## config.mk

```make
export PLATFORM = sky130hd
export DESIGN_NAME = mem_arbiter_flat
export DESIGN_NICKNAME = d
export VERILOG_FILES = /design/src/rtl/mem_arbiter_if.sv /design/src/rtl/mem_arbiter.sv /design/src/flat_wrapper.sv
export SDC_FILE = /design/constraint.sdc
export NUM_CORES = 1
export LEC_CHECK = 0
export BUFFER_PORTS_ARGS = -buffer_cell sky130_fd_sc_hd__buf_2
export CORE_MARGIN = 2
export CORE_UTILIZATION = 40
export CTS_BUF_LIST = sky130_fd_sc_hd__clkbuf_4 sky130_fd_sc_hd__clkbuf_8
export DETAILED_ROUTE_END_ITERATION = 6
export PLACE_DENSITY = 0.79
export SYNTH_ARGS = -nofsm -noshare
export SYNTH_HDL_FRONTEND = slang
export SYNTH_SLANG_ARGS = --single-unit
```

## constraint.sdc

```tcl
create_clock -name CLK -period 2.5 [get_ports CLK]
set_input_delay 0.75 -clock CLK [delete_from_list [all_inputs] [get_ports CLK]]
set_output_delay 0.75 -clock CLK [all_outputs]
set_load 0.05 [all_outputs]
```

## src/rtl/mem_arbiter_if.sv

```systemverilog
// mem_arbiter_if: bus bundle between two requesters (fetch and data), the arbiter and a registered memory.
//   fetch : i_req, i_addr -> i_ack, i_rdata, i_err
//   data  : d_req, d_we, d_addr, d_wdata -> d_ack, d_rdata, d_err
//   memory: MemRead, MemWrite, ADDR, Data_in -> Data_out
//   status: busy
//   modport slave is the arbiter side; modport master is the requester/memory side.
interface mem_arbiter_if;
    logic        i_req;
    logic [15:0] i_addr;
    logic        i_ack;
    logic [15:0] i_rdata;
    logic        i_err;
    logic        d_req;
    logic        d_we;
    logic [15:0] d_addr;
    logic [15:0] d_wdata;
    logic        d_ack;
    logic [15:0] d_rdata;
    logic        d_err;
    logic        MemRead;
    logic        MemWrite;
    logic [15:0] ADDR;
    logic [15:0] Data_in;
    logic [15:0] Data_out;
    logic        busy;
    modport slave (
        input  i_req, i_addr, d_req, d_we, d_addr, d_wdata, Data_out,
        output i_ack, i_rdata, i_err, d_ack, d_rdata, d_err, MemRead, MemWrite, ADDR, Data_in, busy
    );
    modport master (
        output i_req, i_addr, d_req, d_we, d_addr, d_wdata, Data_out,
        input  i_ack, i_rdata, i_err, d_ack, d_rdata, d_err, MemRead, MemWrite, ADDR, Data_in, busy
    );
endinterface

```

## src/rtl/mem_arbiter.sv

```systemverilog
// mem_arbiter: two-port (fetch/data) arbiter onto a single registered memory, one transaction in flight.
//   CLK    : system clock, rising edge
//   resetn : synchronous active-low reset
//   bus    : mem_arbiter_if.slave (requester handshakes, memory strobes, busy)
//   MEM_WORDS : addresses >= MEM_WORDS are rejected with err=1 and never reach memory
//   ARB_RR_EN : when defined, contention alternates between ports (first contention to data);
//               when undefined, data always wins contention.
module mem_arbiter #(
    parameter int MEM_WORDS = 1024
) (
    input logic          CLK,
    input logic          resetn,
    mem_arbiter_if.slave bus
);
    typedef enum logic [1:0] {IDLE, ISSUE, DONE} state_t;
    state_t      state, state_nxt;
    logic        owner;
    logic        we;
    logic        err;
    logic        any_req;
    logic        grant_d;
    logic        oor;
    logic [15:0] req_addr;
`ifdef ARB_RR_EN
    logic        last;
`endif
    always_comb begin
        any_req = bus.i_req | bus.d_req;
`ifdef ARB_RR_EN
        // last=0 means fetch was granted last, so data wins the next contention
        grant_d = bus.d_req & (~bus.i_req | ~last);
`else
        grant_d = bus.d_req;
`endif
        req_addr  = grant_d ? bus.d_addr : bus.i_addr;
        oor       = {16'd0, req_addr} >= 32'(MEM_WORDS);
        state_nxt = state == IDLE ? (any_req ? ISSUE : IDLE) : (state == ISSUE ? DONE : IDLE);
        bus.busy  = state != IDLE;
        bus.i_ack = state == DONE && !owner;
        bus.d_ack = state == DONE && owner;
        bus.i_err = bus.i_ack & err;
        bus.d_err = bus.d_ack & err;
        // memory registers its output, so read data is only valid during DONE
        bus.i_rdata = (bus.i_ack && !err) ? bus.Data_out : 16'd0;
        bus.d_rdata = (bus.d_ack && !err && !we) ? bus.Data_out : 16'd0;
    end
    always_ff @(posedge CLK) begin
        if (!resetn) begin
            state        <= IDLE;
            owner        <= 1'b0;
            we           <= 1'b0;
            err          <= 1'b0;
            bus.MemRead  <= 1'b0;
            bus.MemWrite <= 1'b0;
            bus.ADDR     <= 16'd0;
            bus.Data_in  <= 16'd0;
`ifdef ARB_RR_EN
            last         <= 1'b0;
`endif
        end else begin
            state <= state_nxt;
            if (state == IDLE && any_req) begin
                owner        <= grant_d;
                we           <= grant_d & bus.d_we;
                err          <= oor;
                bus.MemRead  <= ~oor & ~(grant_d & bus.d_we);
                bus.MemWrite <= ~oor & grant_d & bus.d_we;
                bus.ADDR     <= req_addr;
                bus.Data_in  <= grant_d ? bus.d_wdata : 16'd0;
`ifdef ARB_RR_EN
                last         <= grant_d;
`endif
            end else begin
                bus.MemRead  <= 1'b0;
                bus.MemWrite <= 1'b0;
            end
        end
    end
endmodule

```

## src/flat_wrapper.sv

```systemverilog
// flat-port wrapper written by rule: the top's interface ports become plain ports
module mem_arbiter_flat 
#(
    parameter int MEM_WORDS = 1024
)
  (CLK, resetn, bus_i_req, bus_i_addr, bus_d_req, bus_d_we, bus_d_addr, bus_d_wdata, bus_Data_out, bus_i_ack, bus_i_rdata, bus_i_err, bus_d_ack, bus_d_rdata, bus_d_err, bus_MemRead, bus_MemWrite, bus_ADDR, bus_Data_in, bus_busy);
  mem_arbiter_if bus_i ();
  input logic CLK;
  input logic resetn;
  input wire logic [$bits(bus_i.i_req)-1:0] bus_i_req;
  input wire logic [$bits(bus_i.i_addr)-1:0] bus_i_addr;
  input wire logic [$bits(bus_i.d_req)-1:0] bus_d_req;
  input wire logic [$bits(bus_i.d_we)-1:0] bus_d_we;
  input wire logic [$bits(bus_i.d_addr)-1:0] bus_d_addr;
  input wire logic [$bits(bus_i.d_wdata)-1:0] bus_d_wdata;
  input wire logic [$bits(bus_i.Data_out)-1:0] bus_Data_out;
  output wire logic [$bits(bus_i.i_ack)-1:0] bus_i_ack;
  output wire logic [$bits(bus_i.i_rdata)-1:0] bus_i_rdata;
  output wire logic [$bits(bus_i.i_err)-1:0] bus_i_err;
  output wire logic [$bits(bus_i.d_ack)-1:0] bus_d_ack;
  output wire logic [$bits(bus_i.d_rdata)-1:0] bus_d_rdata;
  output wire logic [$bits(bus_i.d_err)-1:0] bus_d_err;
  output wire logic [$bits(bus_i.MemRead)-1:0] bus_MemRead;
  output wire logic [$bits(bus_i.MemWrite)-1:0] bus_MemWrite;
  output wire logic [$bits(bus_i.ADDR)-1:0] bus_ADDR;
  output wire logic [$bits(bus_i.Data_in)-1:0] bus_Data_in;
  output wire logic [$bits(bus_i.busy)-1:0] bus_busy;
  assign bus_i.i_req = bus_i_req;
  assign bus_i.i_addr = bus_i_addr;
  assign bus_i.d_req = bus_d_req;
  assign bus_i.d_we = bus_d_we;
  assign bus_i.d_addr = bus_d_addr;
  assign bus_i.d_wdata = bus_d_wdata;
  assign bus_i.Data_out = bus_Data_out;
  assign bus_i_ack = bus_i.i_ack;
  assign bus_i_rdata = bus_i.i_rdata;
  assign bus_i_err = bus_i.i_err;
  assign bus_d_ack = bus_i.d_ack;
  assign bus_d_rdata = bus_i.d_rdata;
  assign bus_d_err = bus_i.d_err;
  assign bus_MemRead = bus_i.MemRead;
  assign bus_MemWrite = bus_i.MemWrite;
  assign bus_ADDR = bus_i.ADDR;
  assign bus_Data_in = bus_i.Data_in;
  assign bus_busy = bus_i.busy;
  mem_arbiter #(.MEM_WORDS(MEM_WORDS)) u_core (.CLK(CLK), .resetn(resetn), .bus(bus_i));
endmodule
```

# ---- Word-level counts from Yosys, hierarchy flattened
# Cells that the tools add are included.
dict set report op_classes {
  n_reduce_logical 12
  mux 7
  bitwise 9
  magnitude_cmp 1
  eq_ne 2
}
# operator count
set ops {}
lappend ops {{two-way mux 16 bit} 4}
lappend ops {{greater-or-equal comparator 16 x 11 -> 1 bit (second input constant)} 1}
lappend ops {{AND 1 bit} 6}
lappend ops {{logical AND 1 bit} 6}
lappend ops {{two-way mux 2 bit} 2}
lappend ops {{zero test 1 bit} 3}
lappend ops {{== test 2 x 1 -> 1 bit (second input constant)} 1}
lappend ops {{== test 2 bit (second input constant)} 1}
lappend ops {{zero test 2 bit} 1}
lappend ops {{NOT 1 bit} 2}
lappend ops {{AND reduction 2 bit} 1}
lappend ops {{nonzero test 2 bit} 1}
lappend ops {{two-way mux 1 bit} 1}
lappend ops {{bitwise OR 1 bit} 1}
dict set report word_totals {
  word_cells 39
  output_inout_bits 71
  input_bits 69
  regBits 39
}

# ---- Depth between registers and ports, before layout
dict set report depth {
  depth_word 5
  mapped_depth 5
  mapped_depth_nobuf 4
}

# ---- Worst setup path after synthesis
# No wires, ideal clock.
dict set report synth_timing {
  path_kind {reg-to-output}
  startpoint {reg u_core.state[1]}
  endpoint {out bus_i_rdata[10]}
  t_arrival_ns 2.017
  setup_slack_ns -0.267
  n_path_buf 1
  stages_incl_launch_ff 5
  cell_sequence {dfxtp_1 > nor3b_2 > and2b_2 > clkbuf_2 > and2_1}
}
dict set report synth_between {
  elab_chain_cells 4
}
# element line_no
set synth_lines {}
lappend synth_lines {{start: declaration} mem_arbiter.sv:16} ;# state_t state, state_nxt;
lappend synth_lines {{start signal: assignment} mem_arbiter.sv:61} ;# state <= state_nxt;
lappend synth_lines {{== test 2 bit} mem_arbiter.sv:39} ;# bus.i_ack = state == DONE && !owner;
lappend synth_lines {{logical AND 1 bit} mem_arbiter.sv:39}
lappend synth_lines {{via bus_i_ack} flat_wrapper.sv:17} ;# output wire logic [$bits(bus_i.i_ack)-1:0] bus_i_ack;
lappend synth_lines {{logical AND 1 bit} mem_arbiter.sv:44} ;# bus.i_rdata = (bus.i_ack && !err) ? bus.Data_out : 16'd0;
lappend synth_lines {{two-way mux 16 bit} mem_arbiter.sv:44}
lappend synth_lines {{end: declaration} flat_wrapper.sv:18} ;# output wire logic [$bits(bus_i.i_rdata)-1:0] bus_i_rdata;
# The timed path passes the listed nets, and every way through them passes these cells.

# ---- Worst setup path in the final report
dict set report layout_timing {
  startpoint {reg u_core.state[0]}
  endpoint {out bus_d_rdata[5]}
}
dict set report layout_between {
  elab_chain_cells 5
}
# element line_no
set layout_lines {}
lappend layout_lines {{== test 2 bit} mem_arbiter.sv:40} ;# bus.d_ack = state == DONE && owner;
lappend layout_lines {{logical AND 1 bit} mem_arbiter.sv:40}
lappend layout_lines {{logical AND 1 bit (2 in a row)} mem_arbiter.sv:45} ;# bus.d_rdata = (bus.d_ack && !err && !we) ? bus.Data_out : 16'd0;
lappend layout_lines {{two-way mux 16 bit} mem_arbiter.sv:45}
lappend layout_lines {{end: declaration} flat_wrapper.sv:21} ;# output wire logic [$bits(bus_i.d_rdata)-1:0] bus_d_rdata;
# Every way passes these cells.

==> metrics.json <==
{
  "synth": {
    "post_synth_inst_count": 217,
    "synth_area_per_cell_um2": 9.01,
    "async_reset_ff_share_pct": 0,
    "yosys-mux-area-fraction_pct": 8.19,
    "area_share_of_xor_xnor_cells_in_the_synthesized_design_pct": 0,
    "synth_enable_flop_cells": 0,
    "synth_compound_area_share_pct": 21.4,
    "post_synth_fa_ha_maj_area_fraction_pct": 0,
    "number_of_synthesis_warnings": 0,
    "synthesis.nets": 286,
    "synthSimpleGateAreaFrac_pct": 25.6,
    "synth_top_family_by_area": "simple AND/OR/NAND/NOR gates",
    "synth.ff_latch_count": 39,
    "mapped_cell_area_um2": 1960,
    "synthFlopType": "dfxtp_1",
    "synth_cell_types": 30,
    "yosysSeqAreaShare_pct": 39.9
  },
  "cells_and_area": {
    "multi_input_comb_area_um2": 1100,
    "sequential_cell_area_um2": 782,
    "final_cell_mix": "buf_2, dfxtp_1, and2_1, buf_4, nand2_1",
    "stdcell_count": 421,
    "mostFrequentLayoutCell": "buf_2",
    "post_route_cells_drive_above_1_share_pct": 48.9,
    "final_net_count": 422,
    "synthToLayoutAreaGrowth_pct": 46.2,
    "antenna-diode-count": 0,
    "fill_cells": 435
  },
  "cts": {
    "clkSinkCount": 39,
    "tritoncts_clock_tree": "yes",
    "clk_pin_slew_ps": 70,
    "clock_path_buffers": 2,
    "count_of_hold_fix_buffers_inserted_at_cts": 0,
    "clockRootBuffer": "clkbuf_8",
    "worst_skew_pair.late_latency_ps": 280,
    "tritoncts.num_buffers": 5,
    "cts_max_level": 2
  },
  "worst_setup_path": {
    "path_max_fanout": 16,
    "cp.required_ps": 1750,
    "arrival_ps": 1640,
    "critical_path_startpoint_category": "flop",
    "critPathKind": "flop to output pin",
    "end_kind": "output pin"
  },
  "power": {
    "combPwrFrac_pct": 30.7,
    "p_sw_share_pct": 36.0,
    "power.internal_mw": 1.03,
    "power_frac_clock_pct": 25.8,
    "reg_power_share_pct": 43.5,
    "power.static_leakage_nw": 1.60,
    "netSwitchingPower_mw": 0.581,
    "ir_drop_uv": 401,
    "fin_total_pwr_mw": 1.62,
    "pwr_density_cell_nw_per_um2": 565
  },
  "placement": {
    "total_placed_cells_including_tap_cells": 412,
    "dpl.hpwl_um": 4000,
    "port_buffers": 139,
    "place_congestion": 0.764,
    "post-place-ws_ps": 226
  },
  "sta": {
    "max-slew-margin-rel_pct": 48.3,
    "layout_setup_ws_ps": 105,
    "final_period_utilization_pct": 95.8,
    "max_freq_mhz": 418,
    "finalSetupViolations": 0,
    "grt_setup_unrepaired": "no",
    "fin_worst_skew_ps": 3.85,
    "hold-worst-slack_ps": 470,
    "post_route_setup_tns_ps": 0,
    "final-max-slew-violation-count": 0,
    "number_of_hold_slack_violations_in_the_final_timing_report": 0,
    "post-route-min-period_ps": 2390,
    "worstMarginPinSlew_ps": 775
  },
  "grt": {
    "antenna_found_initial": 0,
    "grt_first_pass_wirelength_um": 7970,
    "track_usage_pct": 18.6,
    "grt_start_max_net_pins": 21,
    "leftover_overflow_at_the_end_of_global_routing": 0,
    "first_global_vias": 1771
  },
  "die": {
    "die_area_um2": 5460,
    "die_height_um": 73.9,
    "io_pins": 140,
    "die_x_um": 73.9,
    "core_area_um2": 4720,
    "initial_utilization_pct": 41.4,
    "floorplan.rows": 25
  },
  "job": {
    "maxCapViolations": 0
  },
  "drt": {
    "drt.antenna.violating_nets": 0,
    "detail_route.wirelength_um": 5360,
    "drt_first_pass_iters": 6,
    "routed_wire_length_per_instance_um": 12.7,
    "vias_per_cell": 4.90,
    "remaining_drc_errors": 0,
    "drtIter0Drc": 67,
    "route.vias.total": 2064
  },
  "outcome": {
    "run_status": "complete, no violations"
  },
  "hold_path": {
    "min_path_type": "flop to flop"
  }
}
[path summary, 6_finish.rpt]
check / startpoint / endpoint / slack [ps] / cells past startpoint
worst max-delay path: u_core.state[0] / bus_d_rdata[5] / 110 / 5
worst min-delay path: u_core.state[1] / u_core.state[1] / 470 / 1
worst max register to register: u_core.state[0] / u_core.err / 790 / 4
worst min register to register: u_core.state[1] / u_core.state[1] / 470 / 1
[kinds of logic after synthesis]
group                  count (synthesis)
AOI/OAI and AO/OA                     56
muxes                                 16
DFF                                   39
buffers and inverters                 19
and+or+nand+nor                       87
[per-stage QoR]
stage / area (um2) / utilization [%]
finish: 2860 / 60.5
global route: 2860 / 60.5
CTS: 2820 / 59.6
detailed placement: 2710 / 57.3
global placement: 2710 / 57.3
floorplan: 1970 / -
[final cells by class]
| type | instances | share of cell area (%) |
|---|---|---|
| Clock buffer | 6 | 2.67 |
| Multi-Input combinational cell | 159 | 38.5 |
| Tap cell | 67 | 2.93 |
| Inverter | 3 | 0.394 |
| Clock inverter | 2 | 0.438 |
| Timing Repair Buffer | 145 | 27.7 |
| Sequential cell | 39 | 27.4 |
[worst max-delay path, cell delays in order, from the launching register on]
cell	delay (ps)
dfxtp_1	380
and3b_2	280
nor3b_4	220
buf_12	150
and2_1	120
clkbuf_4	220
[state kept, by name, indices dropped and copies added, names as in the netlist]
| signal | flops |
|---|---|
| u_core.we | 1 |
| u_core.bus.MemWrite | 1 |
| u_core.state | 2 |
| u_core.bus.ADDR | 16 |
| u_core.owner | 1 |
| u_core.bus.MemRead | 1 |
| u_core.err | 1 |
| u_core.bus.Data_in | 16 |
[what timing repair did]
| item | in CTS | in global routing |
|---|---|---|
| setup buffers | 1 | 0 |
| endpoints found under the setup margin | 16 | 28 |
| gates resized for setup | 0 | 33 |
| pin swaps | 0 | 0 |
[layer usage]
metal  vias to the layer above  routed length [um]  share of wire, %  global-route usage, %
met2                        85                2810                52                   35.6
met1                       945                2120                40                   20.1
met3                         4                 371               6.9                   4.39
li1                       1030                   -                 -                      -
met4                         0                  55               1.0                   5.45
met5                         -                   0                 0                      0
[power groups by stage]
stage	clock, mW	combinational (mW)	sequential (mW)
after floorplan	0	0.196	0.872
after global placement	0	0.490	0.716
after detailed placement	0	0.496	0.717
after CTS	0.433	0.497	0.703
after global routing	0.459	0.530	0.709
final	0.418	0.495	0.703
[synthesized netlist by cell type (5+ instances only)]
cell	number	area, um2
clkbuf_1	5	18.8
nand3_1	17	85.1
nand2_1	19	71.3
o211a_1	16	160
mux2i_1	16	160
buf_2	6	30.0
dfxtp_1	39	781
and2_1	34	213
a21boi_0	9	67.6
a21boi_1	9	67.6
o21ai_0	17	85.1
No activity file was read; power rests on OpenSTA's default activity.
